--- src/rtl/serial_rx_ctrl.sv ---
// serial_rx_ctrl: frame controller for the battleship serial receive link.
// Oversamples rx, qualifies the start bit, steers the external
// serial_to_parallel shifter through `sample`, checks the stop bit and
// presents the byte to game logic over a valid/ack handshake.
`timescale 1ns/1ps

module serial_rx_ctrl #(
    parameter int OVERSAMPLE = 16,
    parameter int MID        = 7,
    parameter int DATA_BITS  = 8
) (
    input  logic       clk,
    input  logic       reset,
    input  logic       rx,
    input  logic [7:0] par_in,
    output logic       data,
    output logic [3:0] sample,
    output logic [7:0] rx_byte,
    output logic       byte_valid,
    input  logic       byte_ack,
    output logic       frame_err,
    output logic       overrun,
    output logic       busy
);

    typedef enum logic [1:0] {
        IDLE  = 2'd0,
        START = 2'd1,
        DATA  = 2'd2,
        STOP  = 2'd3
    } state_t;

    localparam logic [3:0] PH_MID   = 4'(MID);
    localparam logic [3:0] PH_LAST  = 4'(OVERSAMPLE - 1);
    localparam logic [3:0] BIT_LAST = 4'(DATA_BITS - 1);

    state_t     state_q, state_d;
    logic [3:0] phase_q, phase_d;
    logic [3:0] bitcnt_q, bitcnt_d;
    logic       rx_meta_q, rx_meta_d;
    logic       rx_s_q, rx_s_d;
    logic [7:0] rx_byte_q, rx_byte_d;
    logic       byte_valid_q, byte_valid_d;
    logic       frame_err_q, frame_err_d;
    logic       overrun_q, overrun_d;

    logic       at_mid;
    logic [3:0] phase_next;

    // Bit-centre strobe and the wrapping phase increment shared by all active states.
    assign at_mid     = (phase_q == PH_MID);
    assign phase_next = (phase_q == PH_LAST) ? 4'd0 : phase_q + 4'd1;

    // Next-state, phase/bit counting, byte capture and handshake bookkeeping.
    always_comb begin
        state_d      = state_q;
        phase_d      = phase_q;
        bitcnt_d     = bitcnt_q;
        rx_meta_d    = rx;
        rx_s_d       = rx_meta_q;
        rx_byte_d    = rx_byte_q;
        byte_valid_d = byte_valid_q;
        frame_err_d  = 1'b0;
        overrun_d    = overrun_q;

        // Consumer ack; a completing good frame below re-asserts valid.
        if (byte_valid_q && byte_ack) begin
            byte_valid_d = 1'b0;
        end

        case (state_q)
            IDLE: begin
                phase_d = 4'd0;
                // The detection cycle counts as phase 0.
                if (!rx_s_q) begin
                    state_d = START;
                    phase_d = 4'd1;
                end
            end
            START: begin
                phase_d = phase_next;
                if (at_mid) begin
                    if (!rx_s_q) begin
                        state_d  = DATA;
                        bitcnt_d = 4'd0;
                    end else begin
                        // Line went back high before mid-bit: treat as a glitch.
                        state_d = IDLE;
                        phase_d = 4'd0;
                    end
                end
            end
            DATA: begin
                phase_d = phase_next;
                if (at_mid) begin
                    if (bitcnt_q == BIT_LAST) begin
                        state_d  = STOP;
                        bitcnt_d = 4'd0;
                    end else begin
                        bitcnt_d = bitcnt_q + 4'd1;
                    end
                end
            end
            STOP: begin
                phase_d = phase_next;
                if (at_mid) begin
                    // Leave at the stop-bit centre so a back-to-back start edge is caught.
                    state_d = IDLE;
                    phase_d = 4'd0;
                    if (rx_s_q) begin
                        rx_byte_d    = par_in;
                        byte_valid_d = 1'b1;
                        if (byte_valid_q && !byte_ack) begin
                            overrun_d = 1'b1;
                        end
                    end else begin
                        frame_err_d = 1'b1;
                    end
                end
            end
            default: begin
                state_d = IDLE;
                phase_d = 4'd0;
            end
        endcase
    end

    // State and datapath registers; reset also aborts any frame in progress.
    always_ff @(posedge clk) begin
        if (reset) begin
            state_q      <= IDLE;
            phase_q      <= 4'd0;
            bitcnt_q     <= 4'd0;
            rx_meta_q    <= 1'b1;
            rx_s_q       <= 1'b1;
            rx_byte_q    <= 8'd0;
            byte_valid_q <= 1'b0;
            frame_err_q  <= 1'b0;
            overrun_q    <= 1'b0;
        end else begin
            state_q      <= state_d;
            phase_q      <= phase_d;
            bitcnt_q     <= bitcnt_d;
            rx_meta_q    <= rx_meta_d;
            rx_s_q       <= rx_s_d;
            rx_byte_q    <= rx_byte_d;
            byte_valid_q <= byte_valid_d;
            frame_err_q  <= frame_err_d;
            overrun_q    <= overrun_d;
        end
    end

    // Shifter phase is only exposed during data bits so start/stop are never captured.
    assign sample     = (state_q == DATA) ? phase_q : 4'b0000;
    assign data       = rx_s_q;
    assign busy       = (state_q != IDLE);
    assign rx_byte    = rx_byte_q;
    assign byte_valid = byte_valid_q;
    assign frame_err  = frame_err_q;
    assign overrun    = overrun_q;

endmodule

--- config.mk ---
export PLATFORM = sky130hd
export DESIGN_NAME = serial_rx_ctrl
export DESIGN_NICKNAME = d
export VERILOG_FILES = /design/src/rtl/serial_rx_ctrl.sv
export SDC_FILE = /design/constraint.sdc
export NUM_CORES = 1
export LEC_CHECK = 0
export BUFFER_PORTS_ARGS = -buffer_cell sky130_fd_sc_hd__buf_2
export CAP_MARGIN = 20
export CORE_MARGIN = 2
export CORE_UTILIZATION = 53
export CTS_CLUSTER_SIZE = 16
export DETAILED_ROUTE_END_ITERATION = 16
export PLACE_DENSITY = 0.81
export SETUP_SLACK_MARGIN = 0.05
export SLEW_MARGIN = 20
export SYNTH_ARGS = -nofsm -noshare
export SYNTH_HDL_FRONTEND = slang
export SYNTH_SLANG_ARGS = --single-unit
export TNS_END_PERCENT = 30
--- constraint.sdc ---
create_clock -name clk -period 2.6 [get_ports clk]
set_input_delay 0.13 -clock clk [delete_from_list [all_inputs] [get_ports clk]]
set_output_delay 0.13 -clock clk [all_outputs]
set_load 0.03 [all_outputs]
==> summary.md, run 1 <==
| Metric | Value |
|---|---|
| Share of cells above drive strength 1 | `28.89%` |
| Setup repair bufs after CTS | `0` |
| Crit-path max FO | `11` |
| Mapped cell area | `1018 um2` |
| Die area | `2288 um2` |
| First-pass GRT wire length | `2967 um` |
| Synth warn | `0` |
| Sequential fraction of the synthesis area | `45.21%` |
| Final net count | `150` |
| Avg Cell Area, Syn | `9.344 um2` |
| Syn_nets | `123` |
| Yosys top cell by area | `dfxtp_1` |
| Post-synthesis async set-or-reset flop share | `0%` |
| Worst EP arrival | `1.54 ns` |
| Vias in the first global route | `701` |
| Antenna Nets Post-Route | `0` |
| Status | `complete, no violations` |
| Total congestion overflow | `0` |
| Setup TNS | `0 ns` |
| Reg2Reg Depth | `4` |
| Die span in x | `47.84 um` |
| Pwr Total | `545.7 uW` |
| Cts repair resizes | `0` |
| FF-to-FF End | `bitcnt_q[3]` |
| WHS Path Cells | `3` |
| Endpoint class of the critical path | `output pin` |
| Hold/Removal Path Class | `input port to flop` |
| Drt total wl | `1851 um` |
| DRC violations left | `0` |
| H-tree levels | `1` |
| Pwr dens | `460.1 nW/um2` |
| Top post-synthesis cells by area | `dfxtp_1 45%, mux2i_1 8.8%, nor2_1 5.9%` |
| Fin worst setup slack | `0.9296 ns` |
| Clk_lat worst skew | `0.31 ns` |
| R2R Setup Slk | `0.95 ns` |
| Die Height | `47.84 um` |
| Vias/cell | `5.188` |
| Worst slew margin | `72.00%` |
| Via count | `830` |
| TritonCTS clock tree | `yes` |
| # diodes | `0` |
| Worst-path cell chain | `nor2b_4, and2_1, buf_2` |
| Clk sinks | `23` |
| Yosys reg bits | `23` |
| RSZ-0062 raised after global routing | `no` |
| Synth top area share | `45.21%` |
| Worst-path clk slew | `0.11 ns` |
| CTS buffer count | `3` |
| WL per Instance | `11.57 um` |
| Final hold slack | `0.05079 ns` |
| Crit path max-delay cell type | `dfxtp_1` |
| Post-synth EDFFs | `0` |
| CP startpoint kind | `flop` |
| Core area | `1764 um2` |
| Tcrit/Tclk final | `64.25%` |
| Pre-CTS setup slack | `0.9535 ns` |
| Hold Path End | `rx_byte[5]` |
| P_leak | `0.0005164 uW` |
| Most common cell after layout, fill and taps aside | `buf_2` |
| Initial Utilization | `57.73%` |
| Worst Tran Pin Value | `0.4200 ns` |
| HPWL after detailed placement | `1358 um` |
| Filler cells | `170` |
| Drt first pass iters | `4` |
| Req. time, crit path | `2.47 ns` |
| GP Congestion | `0.8155` |
| Most frequent cells in the layout | `28 x buf_2, 23 x dfxtp_1, 16 x nor2_1` |
| Clock Tree Root | `clkbuf_4` |
| Type of the worst setup path | `flop to output pin` |
| Post-Syn Instances | `109` |
| Tmin final | `1.670 ns` |
| Final Hold Fails | `0` |
| VDD IR max | `409.6 uV` |
| Clk_skew | `0.001460 ns` |
| Initial antenna violation count | `0` |
| Main flop type after synthesis | `dfxtp_1` |
| Max-cap violations | `0` |
| Highest clock rate | `0.5986 GHz` |
| Worst-case clock buffer depth | `2` |
| CP max stage delay | `0.54 ns` |
| Initial DRC count | `6` |
| Synth-to-layout area growth | `16.46%` |
| Final Core Density | `67.23%` |
| Site row count | `15` |
| Final setup fails | `0` |
| Tot GR Track Use | `19.06%` |
| I/O pins | `29` |
| Number of port buffers | `28` |
| Largest net degree at the start of global routing | `25` |
| Max-slew violation count | `0` |
| Min-delay src | `par_in[5]` |
| Yosys cell types | `34` |
critical path, delay by kind of cell, from the launching register on:
family / cells / cell delay [ns]
flops: 1 / 0.54
simple gates: 2 / 0.49
buf+inv: 1 / 0.19
power breakdown:
part | total, uW | internal, uW | switching (uW)
clock network | 158 | 59.9 | 98.1
logic | 26.9 | 12.5 | 14.4
registers | 361 | 355 | 5.22
total | 546 | 428 | 118
logic make-up (layout without fill, tap and decap cells):
| logic type | Yosys count | count (layout) | synth area share [%] |
|---|---|---|---|
| AND/OR/NAND/NOR | 49 | 49 | 28.13 |
| AO/OA/AOI/OAI | 16 | 16 | 9.337 |
| flip-flops | 23 | 23 | 45.21 |
| multiplexers | 9 | 9 | 8.846 |
| buffers and inverters | 8 | 34 | 4.300 |
| adder cells (fa/ha/maj) | 2 | 2 | 2.457 |
| XOR/XNOR | 2 | 2 | 1.720 |
synthesized netlist by cell type (all sizes together), types with 2 or more instances:
library cell	instances
or4	2
o21ai	3
nor2	17
and2	4
nand3b	2
xor2	2
dfxtp	23
a31oi	2
nor4	2
buf	4
nand3	5
nor3b	2
a21oi	8
or2	3
ha	2
mux2i	9
nor2b	2
clkbuf	3
nand2	6
area by class of cell:
cell class	count	area (um2)	share of cell area, %
Multi-Input combinational cell	78	514.2	43.35
Inverter	1	3.754	0.3165
Tap cell	25	31.28	2.637
Timing Repair Buffer	29	150.1	12.66
Sequential cell	23	460.4	38.82
Clock buffer	4	26.28	2.215
through the flow:
step	cells	cell area [um2]
floorplan	109	1018
global placement	155	1150
detailed placement	155	1150
CTS	160	1186
global route	160	1186
finish	160	1186
metal layers:
layer  GRT usage, %  up-vias  part of all wire (%)
li1               -      432                     -
met1          22.97      376                    45
met3          7.170        4                   4.5
met2          30.40       18                    49
met5              0        -                     0
met4          8.108        0                   1.8
how the worst max path moves through the flow:
stage	from	endpoint	slack [ns]	depth (start not counted)
finish	flop	sample[1]	0.93	3
global route	flop	sample[1]	0.80	3
CTS	flop	sample[1]	0.91	3
detailed placement	flop	bitcnt_q[3]	0.95	4
global placement	flop	bitcnt_q[3]	1.03	4
floorplan	data	rx_byte[0]	1.05	5
sequential cells by signal, indices dropped and copies added, names as in the netlist, named ones only:
| register | count |
|---|---|
| rx_meta_q | 1 |
| byte_valid | 1 |
| frame_err | 1 |
| data | 1 |
| state_q | 1 |
| rx_byte | 8 |
| bitcnt_q | 4 |
| phase_q | 4 |
| overrun | 1 |
timing repair:
action                                  CTS  global route
hold buffers                              1             0
endpoints found under the hold margin     1             0
endpoints found under the setup margin    0             0
Power figures use the tool's default switching activity.
==> run 2, diff against run 1 <==
--- a/config.mk
+++ b/config.mk
@@ -5,13 +5,14 @@
 export SDC_FILE = /design/constraint.sdc
 export NUM_CORES = 1
 export LEC_CHECK = 0
+export ABC_AREA = 1
 export BUFFER_PORTS_ARGS = -buffer_cell sky130_fd_sc_hd__buf_2
 export CAP_MARGIN = 20
 export CORE_MARGIN = 2
-export CORE_UTILIZATION = 53
+export CORE_UTILIZATION = 45
 export CTS_CLUSTER_SIZE = 16
 export DETAILED_ROUTE_END_ITERATION = 16
-export PLACE_DENSITY = 0.81
+export PLACE_DENSITY = 0.73
 export SETUP_SLACK_MARGIN = 0.05
 export SLEW_MARGIN = 20
 export SYNTH_ARGS = -nofsm -noshare
==> constraint.sdc (replaced) <==
create_clock -name clk -period 1.48 [get_ports clk]
set_input_delay 0.074 -clock clk [delete_from_list [all_inputs] [get_ports clk]]
set_output_delay 0.074 -clock clk [all_outputs]
set_load 0.03 [all_outputs]
==> run 2 against run 1 <==
Compared with the run above:
- the run now ends with hold timing left
- critical endpoint is now phase_q[1]
- combinational power increased to 3.7 times the previous value
- sequential power up 80%
- worst hold slack got worse by 0.053 ns
- synthesized area rose by 0.74%
- via count is 20% higher
==> summary.md, run 2 <==
| Metric | Value |
|---|---|
| Status | `complete, but fails checks` |
| Failing checks | `hold timing` |
| Drt first pass iters | `4` |
| DRC violations left | `0` |
| R2R Setup Slk | `0.15 ns` |
| Simple-Gate Fraction of Synth Area | `34.15%` |
| Initial DRC count | `38` |
| Most frequent cells in the layout | `27 x buf_2, 25 x nor2_1, 19 x dfxtp_1` |
| First-pass GRT wire length | `3684 um` |
| Setup TNS | `0 ns` |
| P_leak | `0.0005908 uW` |
| RSZ-0062 raised after global routing | `no` |
| Filler cells | `193` |
| Clock Tree Root | `clkbuf_4` |
| WL per Instance | `11.01 um` |
| Commonest cells post-synth | `27 x nor2_1, 23 x dfxtp_1, 15 x nand2_1` |
| Total congestion overflow | `0` |
| Synth Area in Compound Gates | `10.00%` |
| Max-cap violations | `0` |
| Multi-input gate area | `529.3 um2` |
| Sequential fraction of the synthesis area | `44.88%` |
| Avg Cell Area, Syn | `7.657 um2` |
| Synth top area share | `44.88%` |
| FF-to-FF End | `phase_q[1]` |
| Synth Area in Adders | `2.439%` |
| Syn_nets | `148` |
| # diodes | `0` |
| Worst Tran Pin Value | `0.3682 ns` |
| Clk sinks | `23` |
| Tcrit/Tclk final | `89.83%` |
| GP Congestion | `0.8080` |
| Top-count cell post-synth | `nor2_1` |
| Highest clock rate | `0.7521 GHz` |
| CP startpoint kind | `flop` |
| Die span in x | `51.75 um` |
| Endpoint class of the critical path | `flop` |
| Largest family of logic cells by synthesized area | `simple AND/OR/NAND/NOR gates` |
| Antenna Nets Post-Route | `0` |
| Core area | `2191 um2` |
| Yosys reg bits | `23` |
| Initial Utilization | `46.83%` |
| Worst-path clk slew | `0.13 ns` |
| Worst EP arrival | `1.54 ns` |
| Req. time, crit path | `1.69 ns` |
| Yosys top cell by area | `dfxtp_1` |
| Top post-synthesis cells by area | `dfxtp_1 45%, nor2_1 9.9%, nand2_1 5.5%` |
| Largest net degree at the start of global routing | `14` |
| Synth-to-layout area growth | `29.39%` |
| TritonCTS clock tree | `yes` |
| Fin worst setup slack | `0.1505 ns` |
| Hold/Removal Path Class | `input port to flop` |
| Main flop type after synthesis | `dfxtp_1` |
| Die area | `2678 um2` |
| Via count | `995` |
| Post-synthesis async set-or-reset flop share | `0%` |
| Vias in the first global route | `958` |
| I/O pins | `29` |
| Final hold slack | `-0.002652 ns` |
| Synth warn | `0` |
| CTS buffer count | `3` |
| Setup crit end | `phase_q[1]` |
| Final setup fails | `0` |
| Post-synth EDFFs | `0` |
| Seq. cell area | `467.9 um2` |
| Max-slew violation count | `0` |
| Pre-CTS setup slack | `0.1450 ns` |
| Clk_lat worst skew | `0.31 ns` |
| Crit. Startpoint | `phase_q[0]` |
| RR Startpoint | `phase_q[0]` |
| Number of flip-flops in the largest register | `8` |
| Drt total wl | `2190 um` |
| Share of cells above drive strength 1 | `34.50%` |
| Post-synthesis mux area share | `0%` |
| Synth Area in XOR/XNOR | `1.707%` |
| Type of the worst setup path | `flop to flop` |
| Tmin final | `1.330 ns` |
| Yosys cell types | `27` |
| Post-Syn Instances | `134` |
| Initial antenna violation count | `0` |
| Crit-path max FO | `11` |
| Final net count | `186` |
| Worst slew margin | `75.42%` |
| Tot GR Track Use | `17.59%` |
| Clk_skew | `0.006548 ns` |
| Reg2Reg Depth | `7` |
| Worst-case clock buffer depth | `2` |
| Final Hold Fails | `1` |
| Pwr dens | `782.7 nW/um2` |
| Die Height | `51.75 um` |
| Pwr Total | `1039 uW` |
| Vias/cell | `5.000` |
| HPWL after detailed placement | `1583 um` |
| H-tree levels | `1` |
| Number of port buffers | `28` |
| Site row count | `17` |
| Mapped cell area | `1026 um2` |
| Most common cell after layout, fill and taps aside | `buf_2` |
| VDD IR max | `613.5 uV` |
==> run 2: worst min-delay path by stage <==
stage	slack [ns]	to	start	depth (start not counted)
finish	-0.003	rx_byte[5]	par_in[5]	3
global route	0.02	rx_byte[2]	par_in[2]	3
CTS	0.0007	rx_byte[2]	par_in[2]	3
detailed placement	0.27	rx_meta_q	rx	2
global placement	0.26	rx_meta_q	rx	2
floorplan	0.18	rx_meta_q	rx	1
==> run 2: layer usage <==
metal / wire [um] / share of wire (%) / vias to the layer above / global-route usage (%)
met5: 0 / 0 / - / 0
met4: 12 / 0.55 / 0 / 3.947
met3: 84 / 3.8 / 2 / 3.736
met2: 1129 / 52 / 22 / 31.62
met1: 963 / 44 / 457 / 21.36
li1: - / - / 514 / -
==> run 2: what timing repair did <==
item                                   CTS  global route
endpoints found under the hold margin    4             0
gates resized for setup                  1            15
hold buffers                             4             0
setup endpoints to repair                5            20
cloned                                   0             2
buffers inserted                         0             1
pin swaps                                0             2
==> run 2: worst max-delay path: stages (launching register included) <==
cell,delay [ns]
dfxtp_2,0.38
ha_4,0.15
nand2_2,0.08
nor2_4,0.19
buf_6,0.17
inv_1,0.04
o21ai_0,0.14
a21oi_1,0.08
==> run 2: where the power goes <==
part	internal [uW]	leakage, uW	total, uW	switching [uW]
sequential	628	0.000188	648	20.5
combinational	40.7	0.000385	100	59.3
clock	101	0.0000177	291	190
==> run 2: logic make-up (layout without fill, tap and decap cells) <==
kind of cell,count (synthesis),after routing
compound gates,20,20
fa+ha+maj,2,2
simple gates,69,70
buf+inv,18,54
xor+xnor,2,2
flops,23,23
==> run 2: area by class of cell <==
cell class	instances	area share (%)
Timing Repair Buffer	34	15.17
Tap cell	28	2.639
Clock buffer	3	1.697
Inverter	15	4.618
Timing Repair inverter	1	0.3770
Multi-Input combinational cell	94	39.87
Clock inverter	1	0.3770
Sequential cell	23	35.25
==> run 2: per-stage QoR <==
stage | util, % | area, um2 | cells | hold WS (ns)
final | 60.59 | 1328 | 199 | -0.002652
after global routing | 60.59 | 1328 | 199 | 0.01874
after CTS | 57.74 | 1265 | 196 | 0.0006576
after detailed placement | 54.60 | 1196 | 188 | 0.2747
after global placement | 54.60 | 1196 | 188 | 0.2580
after floorplan | - | 1026 | 134 | 0.1778
==> run 3, diff against run 2 <==
--- a/config.mk
+++ b/config.mk
@@ -13,6 +13,7 @@
 export CTS_CLUSTER_SIZE = 16
 export DETAILED_ROUTE_END_ITERATION = 16
 export PLACE_DENSITY = 0.73
+export REMOVE_ABC_BUFFERS = 1
 export SETUP_SLACK_MARGIN = 0.05
 export SLEW_MARGIN = 20
 export SYNTH_ARGS = -nofsm -noshare
==> run 3 against run 2 <==
Compared with the run above:
- the flow now finishes without violations
- sequential share of layout area shrank 1.6 points
- first-iteration DRC count shrank 58%
- utilization is 2.9 points higher
- total power rose by 0.45%
- fmax is 0.27% higher
- register-to-register slack is essentially flat
- worst hold slack better by 0.053 ns
- via count rose by 5.9%
- flip-flop and latch count did not move
- setup slack better by 0.0036 ns
- critical path type unchanged
- highest routed layer unchanged
==> summary.md, run 3 (synthesis gave the netlist of run 2 again) <==
| Metric | Value |
|---|---|
| RSZ-0062 raised after global routing | `yes` |
| Status | `complete, no violations` |
| Post-route non-filler standard cell count | `207` |
| CP delay by family, top | `simple AND/OR/NAND/NOR gates` |
| Hold/Removal Path Class | `input port to flop` |
| Setup TNS | `0 ns` |
| Initial Utilization | `46.83%` |
| Crit path max-delay cell type | `dfxtp_2` |
| Total congestion overflow | `0` |
| Most common cell after layout, fill and taps aside | `buf_2` |
| Antenna Nets Post-Route | `0` |
| Worst slew margin | `76.74%` |
| R2R Setup Slk | `0.15 ns` |
| Final Hold Fails | `0` |
| CP max stage delay | `0.38 ns` |
| Worst-path clk slew | `0.12 ns` |
| Worst-case clock buffer depth | `2` |
| Final hold slack | `0.04997 ns` |
| Most frequent cells in the layout | `28 x buf_2, 26 x nor2_1, 19 x dfxtp_1` |
| Tcrit/Tclk final | `89.59%` |
| Share of cells above drive strength 1 | `32.96%` |
| CP startpoint kind | `flop` |
| Number of flip-flops in the largest register | `8` |
| Top Metal Used | `met4` |
| Site row count | `17` |
| Die span in x | `51.75 um` |
| P_leak | `0.0006225 uW` |
| Core area | `2191 um2` |
| First-pass GRT wire length | `3864 um` |
| Synth-to-layout area growth | `35.49%` |
| Clk_skew | `0.007339 ns` |
| Routed wl met2 | `1371 um` |
| # diodes | `0` |
| Cells after DPL | `189` |
| DRC violations left | `0` |
| Endpoint class of the critical path | `flop` |
| Die Height | `51.75 um` |
| Clk_lat worst skew | `0.31 ns` |
| Worst EP arrival | `1.54 ns` |
| H-tree levels | `1` |
| Initial antenna violation count | `0` |
| CTS buffer count | `3` |
| Vias in the first global route | `912` |
| GP Congestion | `0.8591` |
| Number of port buffers | `28` |
| Initial DRC count | `16` |
| Pwr dens | `750.8 nW/um2` |
| Req. time, crit path | `1.70 ns` |
| Tmin final | `1.326 ns` |
| Highest clock rate | `0.7542 GHz` |
| Wire length on met3 | `128 um` |
| Worst Tran Pin Value | `0.3486 ns` |
| Tot GR Track Use | `19.55%` |
| Vias/cell | `5.092` |
| Clk sinks | `23` |
| Post-Route M1 WL | `1001 um` |
| Final net count | `194` |
| Crit-path max FO | `5` |
| Max-cap violations | `0` |
| WL per Instance | `12.13 um` |
| Final setup fails | `0` |
| Max-slew violation count | `0` |
| Die area | `2678 um2` |
| I/O pins | `29` |
| HPWL after detailed placement | `1665 um` |
| TritonCTS clock tree | `yes` |
| VDD IR max | `472.2 uV` |
| Drt first pass iters | `5` |
| Clock Tree Root | `clkbuf_4` |
| Drt total wl | `2510 um` |
| Via count | `1054` |
| Largest net degree at the start of global routing | `13` |
| Worst-path cell chain | `ha_4, nand2_2, nor2_4, buf_2, nand4_1, nand2_1, nor2_2` |
| Worst Path Buf+Inv | `1` |
| Type of the worst setup path | `flop to flop` |
==> run 3: worst register-to-register path, cell delays in order, from the launching register on <==
cell     delay [ns]
dfxtp_2        0.38
ha_4           0.15
nand2_2        0.08
nor2_4         0.20
buf_2          0.19
nand4_1        0.11
nand2_1        0.09
nor2_2         0.04
==> run 3: repair_timing <==
action | 4_1_cts | 5_1_grt
endpoints found under the setup margin | 5 | 23
endpoints found under the hold margin | 9 | 0
cloned | 0 | 3
resized for setup | 1 | 11
hold buffers | 9 | 0
setup buffers | 0 | 2
pin swaps | 0 | 2
==> run 3: worst paths after layout <==
check | startpoint | end | cells past startpoint
worst min-delay path | reset | phase_q[0] | 2
worst min register to register | rx_meta_q | data | 1
worst max register to register | phase_q[1] | bitcnt_q[3] | 7
worst max-delay path | phase_q[1] | bitcnt_q[3] | 7
==> run 3: stage by stage <==
| step | util (%) | setup WS [ns] | instance area [um2] | power [uW] |
|---|---|---|---|---|
| 6_report | 63.45 | 0.1540 | 1390 | 1044 |
| 3_3_place_gp | 54.94 | 0.1767 | 1204 | 746.0 |
| 4_1_cts | 60.31 | 0.005501 | 1321 | 1045 |
| 2_1_floorplan | - | 0.1324 | 1013 | 710.6 |
| 5_1_grt | 63.45 | 0.05010 | 1390 | 1098 |
| 3_5_place_dp | 54.94 | 0.1319 | 1204 | 748.1 |
==> run 3: layout make-up <==
| type | instances | area, um2 |
|---|---|---|
| Fill cell | 189 | 800.8 |
| Multi-Input combinational cell | 94 | 523.0 |
| Sequential cell | 23 | 467.9 |
| Timing Repair Buffer | 42 | 271.5 |
| Inverter | 15 | 61.31 |
| Tap cell | 28 | 35.03 |
| Clock buffer | 4 | 26.28 |
| Timing Repair inverter | 1 | 5.005 |
==> run 3: report_power, final <==
group          switching (uW)  leakage, uW  internal [uW]  total [uW]
combinational            62.4     0.000419           53.4         116
clock                     176    0.0000150            105         281
sequential               19.5     0.000188            628         647
==> run 3: per-layer routing <==
layer	up-vias	global-route usage, %
met5	-	0
met4	0	6.579
met3	2	4.310
met2	38	37.82
met1	485	20.51
li1	529	-
